===== src/rtl/sobol_sequencer.sv =====
// sobol_sequencer
// Walks path indices 1..num_paths and, for each path, dimensions 0..M-1,
// drives the combinational Sobol lookup with the current (path, dim) pair,
// registers the returned value and presents it as a valid/ready stream.
//
// Ports
//   clk, rst        : clock, synchronous active-high reset
//   start, abort    : begin a run (sampled in IDLE) / cancel from any state
//   num_paths       : paths in the run, latched when start is accepted
//   busy, done      : not-IDLE flag / one-cycle pulse on normal completion
//   sobol_n/_dim    : address driven to the lookup block
//   sobol_in        : lookup result (combinational in sobol_n/sobol_dim)
//   out_valid/ready : output stream handshake
//   out_data/path/dim/last : stream payload; last marks (num_paths, M-1)
module sobol_sequencer #(
    parameter int M = 50,
    localparam int DW = (M > 1) ? $clog2(M) : 1
) (
    input  logic          clk,
    input  logic          rst,
    input  logic          start,
    input  logic          abort,
    input  logic [31:0]   num_paths,
    output logic          busy,
    output logic          done,
    output logic [31:0]   sobol_n,
    output logic [DW-1:0] sobol_dim,
    input  logic [31:0]   sobol_in,
    output logic          out_valid,
    input  logic          out_ready,
    output logic [31:0]   out_data,
    output logic [31:0]   out_path,
    output logic [DW-1:0] out_dim,
    output logic          out_last
);

    localparam logic [1:0] ST_IDLE  = 2'd0;
    localparam logic [1:0] ST_RUN   = 2'd1;
    localparam logic [1:0] ST_DRAIN = 2'd2;

    localparam logic [DW-1:0] DIM_LAST = DW'(M - 1);

    logic [1:0]    state_q, state_d;
    logic [31:0]   num_paths_q, num_paths_d;
    logic [31:0]   path_cnt_q, path_cnt_d;
    logic [DW-1:0] dim_cnt_q, dim_cnt_d;
    logic          done_q, done_d;
    logic          out_valid_q, out_valid_d;
    logic          out_last_q, out_last_d;
    logic [31:0]   out_data_q, out_data_d;
    logic [31:0]   out_path_q, out_path_d;
    logic [DW-1:0] out_dim_q, out_dim_d;

    logic load_en;
    logic is_final;

    // The output register may be refilled when it is empty or being drained
    // in this very cycle.
    assign load_en  = !out_valid_q || out_ready;
    assign is_final = (path_cnt_q == num_paths_q) && (dim_cnt_q == DIM_LAST);

    always_comb begin
        state_d     = state_q;
        num_paths_d = num_paths_q;
        path_cnt_d  = path_cnt_q;
        dim_cnt_d   = dim_cnt_q;
        done_d      = 1'b0;
        out_valid_d = out_valid_q;
        out_last_d  = out_last_q;
        out_data_d  = out_data_q;
        out_path_d  = out_path_q;
        out_dim_d   = out_dim_q;

        case (state_q)
            ST_IDLE: begin
                if (start) begin
                    if (num_paths == 32'd0) begin
                        // Empty run: complete immediately, never go busy.
                        done_d = 1'b1;
                    end else begin
                        num_paths_d = num_paths;
                        path_cnt_d  = 32'd1;
                        dim_cnt_d   = '0;
                        state_d     = ST_RUN;
                    end
                end
            end
            ST_RUN: begin
                if (load_en) begin
                    out_data_d  = sobol_in;
                    out_path_d  = path_cnt_q;
                    out_dim_d   = dim_cnt_q;
                    out_valid_d = 1'b1;
                    out_last_d  = is_final;
                    if (is_final) begin
                        // Counters keep addressing the final element.
                        state_d = ST_DRAIN;
                    end else if (dim_cnt_q == DIM_LAST) begin
                        // Wrap at M-1, not at the power of two.
                        dim_cnt_d  = '0;
                        path_cnt_d = path_cnt_q + 32'd1;
                    end else begin
                        dim_cnt_d = dim_cnt_q + 1'b1;
                    end
                end
            end
            ST_DRAIN: begin
                if (out_ready) begin
                    out_valid_d = 1'b0;
                    out_last_d  = 1'b0;
                    done_d      = 1'b1;
                    path_cnt_d  = '0;
                    dim_cnt_d   = '0;
                    state_d     = ST_IDLE;
                end
            end
            default: begin
                state_d = ST_IDLE;
            end
        endcase

        // Cancel overrides start and any handshake in the same cycle; the
        // word on the bus this cycle is treated as never transferred.
        if (abort) begin
            state_d     = ST_IDLE;
            out_valid_d = 1'b0;
            out_last_d  = 1'b0;
            path_cnt_d  = '0;
            dim_cnt_d   = '0;
            done_d      = 1'b0;
        end
    end

    always_ff @(posedge clk) begin
        if (rst) begin
            state_q     <= ST_IDLE;
            num_paths_q <= '0;
            path_cnt_q  <= '0;
            dim_cnt_q   <= '0;
            done_q      <= 1'b0;
            out_valid_q <= 1'b0;
            out_last_q  <= 1'b0;
            out_data_q  <= '0;
            out_path_q  <= '0;
            out_dim_q   <= '0;
        end else begin
            state_q     <= state_d;
            num_paths_q <= num_paths_d;
            path_cnt_q  <= path_cnt_d;
            dim_cnt_q   <= dim_cnt_d;
            done_q      <= done_d;
            out_valid_q <= out_valid_d;
            out_last_q  <= out_last_d;
            out_data_q  <= out_data_d;
            out_path_q  <= out_path_d;
            out_dim_q   <= out_dim_d;
        end
    end

    assign busy      = (state_q != ST_IDLE);
    assign done      = done_q;
    assign sobol_n   = (state_q == ST_IDLE) ? 32'd0 : path_cnt_q;
    assign sobol_dim = (state_q == ST_IDLE) ? '0 : dim_cnt_q;
    assign out_valid = out_valid_q;
    assign out_last  = out_last_q;
    assign out_data  = out_data_q;
    assign out_path  = out_path_q;
    assign out_dim   = out_dim_q;

endmodule


===== config.mk =====
export PLATFORM = sky130hd
export DESIGN_NAME = sobol_sequencer
export DESIGN_NICKNAME = d
export VERILOG_FILES = /design/src/rtl/sobol_sequencer.sv
export SDC_FILE = /design/constraint.sdc
export NUM_CORES = 1
export LEC_CHECK = 0
export CAP_MARGIN = 20
export CORE_MARGIN = 3
export CORE_UTILIZATION = 25
export DETAILED_ROUTE_END_ITERATION = 16
export GPL_TIMING_DRIVEN = 0
export PLACE_DENSITY = 0.58
export SYNTH_ARGS = -nofsm -noshare
export SYNTH_HDL_FRONTEND = slang
export SYNTH_SLANG_ARGS = --single-unit
export TNS_END_PERCENT = 50

===== constraint.sdc =====
create_clock -name clk -period 3.2 [get_ports clk]
set_clock_uncertainty 0.2 [all_clocks]
set_input_delay 0.48 -clock clk [delete_from_list [all_inputs] [get_ports clk]]
set_output_delay 0.48 -clock clk [all_outputs]
set_load 0.05 [all_outputs]

==> impl_metrics.json <==
{
  "worstSkewPairLatency_ns": 0.42,
  "fin_ws_ns": 0.1635,
  "arrival_ns": 2.36,
  "drtIter0Drc": 419,
  "p_per_area_nw_per_um2": 473.1,
  "ys_warn_count": 0,
  "fmax_ghz": 0.3293,
  "ios": 181,
  "p_leak_nw": 3.508,
  "holdWs_ns": 0.2519,
  "critPathLaunchType": "flip-flop",
  "cts_sinks": 145,
  "maxCapViolCount": 0,
  "root_buffer": "clkbuf_16",
  "use_met2_pct": 24.93,
  "p_int_mw": 3.353,
  "setup-tns-final_ns": 0,
  "syn_nets": 894,
  "grt_max_degree": 17,
  "holdBufCountCts": 0,
  "dp_slack_ns": -0.3237,
  "finish.utilization_pct": 36.34,
  "syn_to_final_growth_pct": 42.52,
  "tightest_slew_ns": 0.7979,
  "required_ns": 2.52,
  "slew_viol_final": 0,
  "ys.flop_type": "dfxtp_1",
  "core_um2": 26060,
  "wl_per_cell_um": 16.62,
  "syn_area_um2": 6645,
  "placed_cells": 1334,
  "hold_path.class": "reg2reg",
  "cts_setup_buffers": 0,
  "syn-mean-instance-area_um2": 8.114,
  "synthCells": 819,
  "use_met1_pct": 21.16,
  "design_area_um2": 9470,
  "hold_viol": 0,
  "fp.dieW_um": 169.0,
  "setup_viol": 0,
  "routed_wirelength_um": 22660,
  "clkPwrFrac_pct": 47.2,
  "start_util_pct": 25.50,
  "grt_pass1_wl_um": 35220,
  "p_comb_share_pct": 10.7,
  "synthXorXnorAreaFrac_pct": 4.481,
  "gp_congestion": 0.8300,
  "dieArea_um2": 28570,
  "mostFrequentLayoutCells": "nand2_1 (161), clkdlybuf4s50_1 (146), dfxtp_1 (145)",
  "cp-end-kind": "output port",
  "die_h_um": 169.0,
  "crit_fanout": 11,
  "antenna_found_initial": 0,
  "port_buffers": 180,
  "netSwitchingFraction_pct": 25.16,
  "drive_gt1_share_pct": 7.289,
  "synth_top_family_by_area": "simple AND/OR/NAND/NOR gates",
  "grt_pass1_vias": 6184,
  "antenna-diode-count": 0,
  "antenna_left": 0,
  "pwr-share-seq_pct": 42.1,
  "yosysSeqAreaShare_pct": 43.68,
  "path_clk_slew_ns": 0.06,
  "slew_headroom_pct": 46.81,
  "grt_overflow_total": 0,
  "cts_buffers": 17,
  "busiest_layer": "met2",
  "status": "finished, final reports clean",
  "clk_path_buf_depth": 2,
  "drtPass1Iterations": 5,
  "htreeDepth": 4,
  "finalPower_mw": 4.481,
  "synth_compound_area_share_pct": 15.50,
  "grt.met3_usage_pct": 3.153,
  "dp_hpwl_um": 17500,
  "via_count": 6401,
  "ys_types": 52,
  "final.period_utilization_pct": 94.89,
  "synthSimpleGateAreaFrac_pct": 25.04,
  "peakVddDrop_uv": 334.1,
  "synth-seq-cells": 145,
  "fillCellCount": 2723,
  "synth_adder_area_share_pct": 1.130,
  "synthMuxAreaShare_pct": 5.121,
  "layout.cells.non_filler": 1364,
  "placed_cell_area_um2": 8866,
  "cts_tree": "built",
  "rsz0062_at_grt": "false",
  "critPathKind": "reg2out",
  "final_common_cell": "nand2_1",
  "finalCriticalPeriod_ns": 3.037,
  "rows": 59,
  "synth_edf_count": 0,
  "drc": 0,
  "vias_per_cell": 4.693,
  "grt_usage_pct": 15.56,
  "async_flop_share_pct": 0,
  "nNetsFinal": 1092,
  "p_switching_mw": 1.127
}
==> synth_stat cells (7+ instances only) <==
| master | count | area [µm²] |
|---|---|---|
| nor2b_1 | 30 | 187.7 |
| clkbuf_1 | 41 | 153.9 |
| nand3_1 | 21 | 105.1 |
| a221o_1 | 7 | 70.07 |
| nor4_1 | 11 | 68.82 |
| mux2i_1 | 34 | 340.3 |
| and3_1 | 12 | 75.07 |
| nand2_1 | 161 | 604.3 |
| buf_2 | 16 | 80.08 |
| inv_1 | 17 | 63.81 |
| nor2_1 | 72 | 270.3 |
| a31oi_1 | 25 | 156.4 |
| o21ai_0 | 14 | 70.07 |
| nand4_1 | 19 | 118.9 |
| a21oi_1 | 87 | 435.4 |
| xnor2_1 | 34 | 297.8 |
| dfxtp_1 | 145 | 2903 |
==> flip-flops by register name (all words and copies together) (netlist names), 2 cells and up <==
name / flops
dim_cnt_q: 6
num_paths_q: 32
out_data: 32
out_dim: 6
out_path: 32
path_cnt_q: 32
state_q: 2
==> critical path: stages, from the launching register on <==
cell	delay, ns
dfxtp_1	0.36
inv_1	0.07
ha_2	0.27
clkbuf_2	0.25
nor2b_1	0.16
clkdlybuf4s50_1	0.82
==> area by class of cell <==
class	instances	area (µm²)	share of cell area [%]
buffer	60	272.8	2.880
tap	335	419.2	4.426
clock buffer	18	429.2	4.532
inverter	17	63.81	0.6738
sequential	145	2903	30.65
clock inverter	13	187.7	1.982
multi-input combinational	596	3410	36.00
timing repair buffer	180	1785	18.85
==> metal layers <==
layer	share of wire, %	routed length [µm]
met3	5.5	1246
met5	0	0
met4	1.8	397
met2	46	10400
met1	47	10620
==> timing repair <==
action | in CTS | in global routing
endpoints found under the setup margin | 38 | 21
pin swaps | 0 | 0
endpoints found under the hold margin | 0 | 0
gates resized for setup | 35 | 11
==> power groups by stage <==
stage | Sequential (mW) | Clock (mW) | Combinational, mW
6_report | 1.89 | 2.12 | 0.478
5_1_grt | 1.89 | 2.23 | 0.518
4_1_cts | 1.89 | 2.16 | 0.483
3_5_place_dp | 1.93 | 0 | 0.480
3_3_place_gp | 1.93 | 0 | 0.479
2_1_floorplan | 1.97 | 0 | 0.225
==> logic make-up after synthesis <==
kind of cell,after synthesis
AND/OR/NAND/NOR,356
flip-flops,145
buffers and inverters,78
AO/OA/AOI/OAI,166
XOR/XNOR,34
adder cells (fa/ha/maj),6
multiplexers,34
==> worst paths after layout <==
| check | startpoint | end | slack, ns | depth (start not counted) |
|---|---|---|---|---|
| worst max-delay path | state_q[0] | sobol_n[24] | 0.16 | 5 |
| worst min-delay path | out_dim[4] | out_dim[4] | 0.25 | 2 |
| worst max register to register | state_q[1] | path_cnt_q[19] | 0.39 | 10 |
| worst min register to register | out_dim[4] | out_dim[4] | 0.25 | 2 |
(Power assumes the default switching activity.)
